## src/rtl/atm_pkg.sv

```systemverilog
// Shared constants and FSM encoding for the ATM header checker.
// Cell geometry, HEC polynomial/coset and the idle-cell header pattern.
package atm_pkg;

    localparam int ATM_CELL_BYTES = 53;
    localparam int ATM_HDR_BYTES  = 5;
    localparam int ATM_PAY_BYTES  = 48;

    localparam logic [7:0]  HEC_POLY  = 8'h07;
    localparam logic [7:0]  HEC_COSET = 8'h55;
    localparam logic [31:0] IDLE_HDR  = 32'h0000_0001;

    typedef enum logic [2:0] {
        ST_HUNT = 3'd0,
        ST_HDR  = 3'd1,
        ST_HEC  = 3'd2,
        ST_PAY  = 3'd3,
        ST_DISC = 3'd4
    } atm_state_e;

endpackage

```

## src/rtl/atm_hec_crc8.sv

```systemverilog
// One-byte-per-cycle CRC-8 (x^8+x^2+x+1), MSB first, used for the ATM HEC.
module atm_hec_crc8
    import atm_pkg::*;
(
    input  logic [7:0] crc_in,
    input  logic [7:0] data,
    output logic [7:0] crc_out
);

    logic [7:0] c_s;

    // Eight serial shift steps unrolled into one combinational update.
    always_comb begin
        c_s = crc_in ^ data;
        for (int i = 0; i < 8; i++) begin
            c_s = {c_s[6:0], 1'b0} ^ (c_s[7] ? HEC_POLY : 8'h00);
        end
        crc_out = c_s;
    end

endmodule

```

## config.mk

```make
export PLATFORM = sky130hd
export DESIGN_NAME = atm_hec_crc8
export DESIGN_NICKNAME = d
export VERILOG_FILES = /design/src/rtl/atm_pkg.sv /design/src/rtl/atm_hec_crc8.sv
export SDC_FILE = /design/constraint.sdc
export NUM_CORES = 1
export LEC_CHECK = 0
export ABC_AREA = 1
export ABC_CLOCK_PERIOD_IN_PS = 1700
export CORE_AREA = 2 2 39 41
export DETAILED_ROUTE_END_ITERATION = 10
export DIE_AREA = 0 0 41 43
export PLACE_DENSITY = 0.67
export SLEW_MARGIN = 15
export SYNTH_ARGS = -nofsm -noshare
export SYNTH_HDL_FRONTEND = slang
export SYNTH_SLANG_ARGS = --single-unit
```

## constraint.sdc

```tcl
create_clock -name vclk -period 1.7
set_clock_uncertainty 0.15 [all_clocks]
set_input_delay 0.34 -clock vclk [all_inputs]
set_output_delay 0.34 -clock vclk [all_outputs]
set_load 0.02 [all_outputs]
```

-- Word level (Yosys, flattened, before mapping)
Cells that the tools add are included.
- flip-flop bits (word level): 0
- bits of input ports: 16
- output and inout port bits: 8
- logic and storage cells: 17
- muxes and demuxes: 8
- bitwise gates (word level): 9
- operators by type and width (cell ; number):
    XOR 8 x 3 -> 8 bit ; 8
    2-to-1 mux 3 bit ; 8
    XOR 8 bit ; 1

-- Logic depth before layout (Yosys ltp)
- word-level depth: 17
- mapped depth: 9
- gate-level depth less buffers: 9

-- Worst setup path before layout
Ideal clock, no wire load.
- path type: input -> output
- start: in data[3]
- end: out crc_out[3]
- arrival time: 1.107 ns
- required time: 1.210 ns
- slack: 0.103 ns
- stages on the path: 5
- path buffers: 0
- path through: xnor2_1 -> inv_1 -> nand2_1 -> nand2_1 -> xor2_1
- longest elaborated chain between the ends: 10
- RTL lines (item ; RTL line ; RTL):
    start: declaration ; atm_hec_crc8.sv:6 ; input logic [7:0] data,
    XOR 8 bit ; atm_hec_crc8.sv:14 ; c_s = crc_in ^ data;
    XOR 8 x 3 -> 8 bit (4 in a row) ; atm_hec_crc8.sv:16 ; c_s = {c_s[6:0], 1'b0} ^ (c_s[7] ? HEC_POLY : 8'h00);
    2-to-1 mux 3 bit ; atm_hec_crc8.sv:16 ;
    XOR 8 x 3 -> 8 bit (4 in a row) ; atm_hec_crc8.sv:16 ;
    end: declaration ; atm_hec_crc8.sv:7 ; output logic [7:0] crc_out
No other way between the ends.

-- Final worst setup path
- start: in data[7]
- end: out crc_out[2]
- longest elaborated chain between the ends: 11
- elaborated cells on any way between the ends: 12
- those cells by class: mux: 3; bitwise: 9
- RTL lines (item ; RTL line):
    XOR 8 bit (*) ; atm_hec_crc8.sv:14
    2-to-1 mux 3 bit (*) ; atm_hec_crc8.sv:16
    XOR 8 x 3 -> 8 bit (*) (6 in a row) ; atm_hec_crc8.sv:16
    2-to-1 mux 3 bit or XOR 8 x 3 -> 8 bit (tied branches) ; atm_hec_crc8.sv:16
    XOR 8 x 3 -> 8 bit (*) (2 in a row) ; atm_hec_crc8.sv:16
Every way passes the cells marked *; elsewhere a longest branch is shown, timed or not.

==> results <==
==> cell type report <==
class	count	area, um^2
fillers	111	467
repair buffers	31	273
multi-input cells	68	569
inverters	12	55.1
well taps	16	20.0
==> worst max path at each step <==
stage	startpoint	endpoint	slack, ps
2_1_floorplan	data[3]	crc_out[3]	100
3_3_place_gp	crc_in[7]	crc_out[1]	-830
3_5_place_dp	crc_in[7]	crc_out[2]	-850
4_1_cts	crc_in[7]	crc_out[2]	10
6_report	data[7]	crc_out[2]	20
5_1_grt	data[7]	crc_out[2]	-40
==> cell families after synthesis <==
logic type,after synthesis,share of synthesized area [%]
buf+inv,12,12.2
xor+xnor,9,23.5
simple gates,59,64.3
==> per-layer routing <==
metal | global-route usage [%] | vias to the layer above | wire [um]
met5 | 0 | - | 0
met2 | 21.6 | 9 | 818
met4 | 0 | 0 | 0
met1 | 18.3 | 254 | 507
met3 | 0 | 0 | 34
li1 | - | 298 | -
==> power breakdown <==
| part | leakage (nW) | switching (mW) | internal [mW] |
|---|---|---|---|
| registers | 0 | 0 | 0 |
| logic | 0.517 | 0.229 | 0.193 |
| clock network | 0 | 0 | 0 |
| total | 0.517 | 0.229 | 0.193 |
==> cell usage in the layout (no fill, tap or decap), drive strengths merged <==
master and instances:
buf 31, xor2 5, nand3 4, inv 12
nand2 55, xnor2 4
==> timing repair <==
action | in CTS | in global routing
pin swaps | 24 | 31
gates resized for setup | 127 | 60
endpoints found under the hold margin | 0 | 0
endpoints found under the setup margin | 8 | 7
setup buffers | 0 | 0
==> cell usage after synthesis (all sizes together) <==
| library cell | instances |
|---|---|
| inv | 12 |
| xor2 | 5 |
| nand3 | 4 |
| xnor2 | 4 |
| nand2 | 55 |
==> worst max-delay path, delay by kind of cell <==
family                 cells  cell delay [ps]
and+or+nand+nor            7              570
buffers and inverters      3              260
==> metrics.txt <==
status=finished clean; Hold Path Origin=crc_in[3]; DP Cell Count=127; # diodes=0; antenna violations before repair=0; Remaining DRCs=0; first-pass GRT wire length=between 1.5 and 2 mm; Reg area=0 um^2; vias in the first global route=around 460; CP max FO=5; Placer Congestion=0.763; Die Y=around 43 um; RSZ-0062 raised after global routing=yes; total design power=around 0.42 mW; core area=about 1400 um^2; Setup WS pre-CTS=-854 ps; netlist area before placement=between 300 and 400 um^2; Crit path required time=about 1200 ps; Hold Path Sink=crc_out[5]; Tot GR Track Use=between 10 and 15%; Final Max Slew Viols=0; Post-Layout Cell Count=roughly 130; Final ANT Viol Nets=0; Worst path slowest cell=buf_6; I/O Pins=24; endpoint class of the critical path=primary output; relative slew slack=about 86%; die width=41 um; DRT Wirelength=roughly 1.4 mm; worst vdd rail ir drop=236 uV; Yosys top cell by area=nand2_1; DRT Pass-1 Iters=4; Hold Path Depth=5; setup_tns=0 ps; Syn Inst Count=80; critical path class=primary input to primary output; Syn. warnings=0; nets=around 130; share of post-route cells with drive strength above 1=between 70% and 80%; register area share after synthesis=0%; die area=between 1500 and 2000 um^2; hold buffers post-CTS=0; Lkg Pwr=just over 0.5 nW; power density cells=roughly 460 nW/um^2; 1st-iter DRT viols=3; grt total ovfl=0; design area=around 920 um^2; Util after Layout=roughly two thirds; fmax=a little under 600 MHz; DR WL/cell=approximately 11 um; worst slew pin tran=216 ps; largest net degree at the start of global routing=6; clock buffer count=0; crit path cell chain=buf_6 -> inv_6 -> nand2_4 -> nand2_8 -> nand2_2 -> nand3_2 -> nand2_2 -> nand2_1 -> nand2_1 -> buf_6; MaxCap Viol Count=0; library cells used by synthesis=8; syn avg cell area=about 4.6 um^2; seq_cells=0; Hold Path Class=primary input to primary output; final hold vios=0; Port Buffers=24; minimum clock period=1680 ps; Starting Density=between 20% and 30%; # setup viols final=0; # rows=14; Post-DP Area=around 680 um^2; Tcrit/Tclk final=98.6%; Worst Path Arrival=1190 ps; Crit path largest cell delay=between 100 and 150 ps; syn_nets=96; Fin Hold WS=934 ps; post-synth top area share=52.0%; top cells by area, synth=nand2_1 52%, inv_1 10%, xnor2_1 9.5%; DP HPWL=825 um; Final WS setup=around 24 ps; vias per cell=between 4 and 5; Area Growth Syn to Fin=149%; startpoint types=primary input; DR vias=about 560
Note: power is estimated with default switching activity, not from simulation.
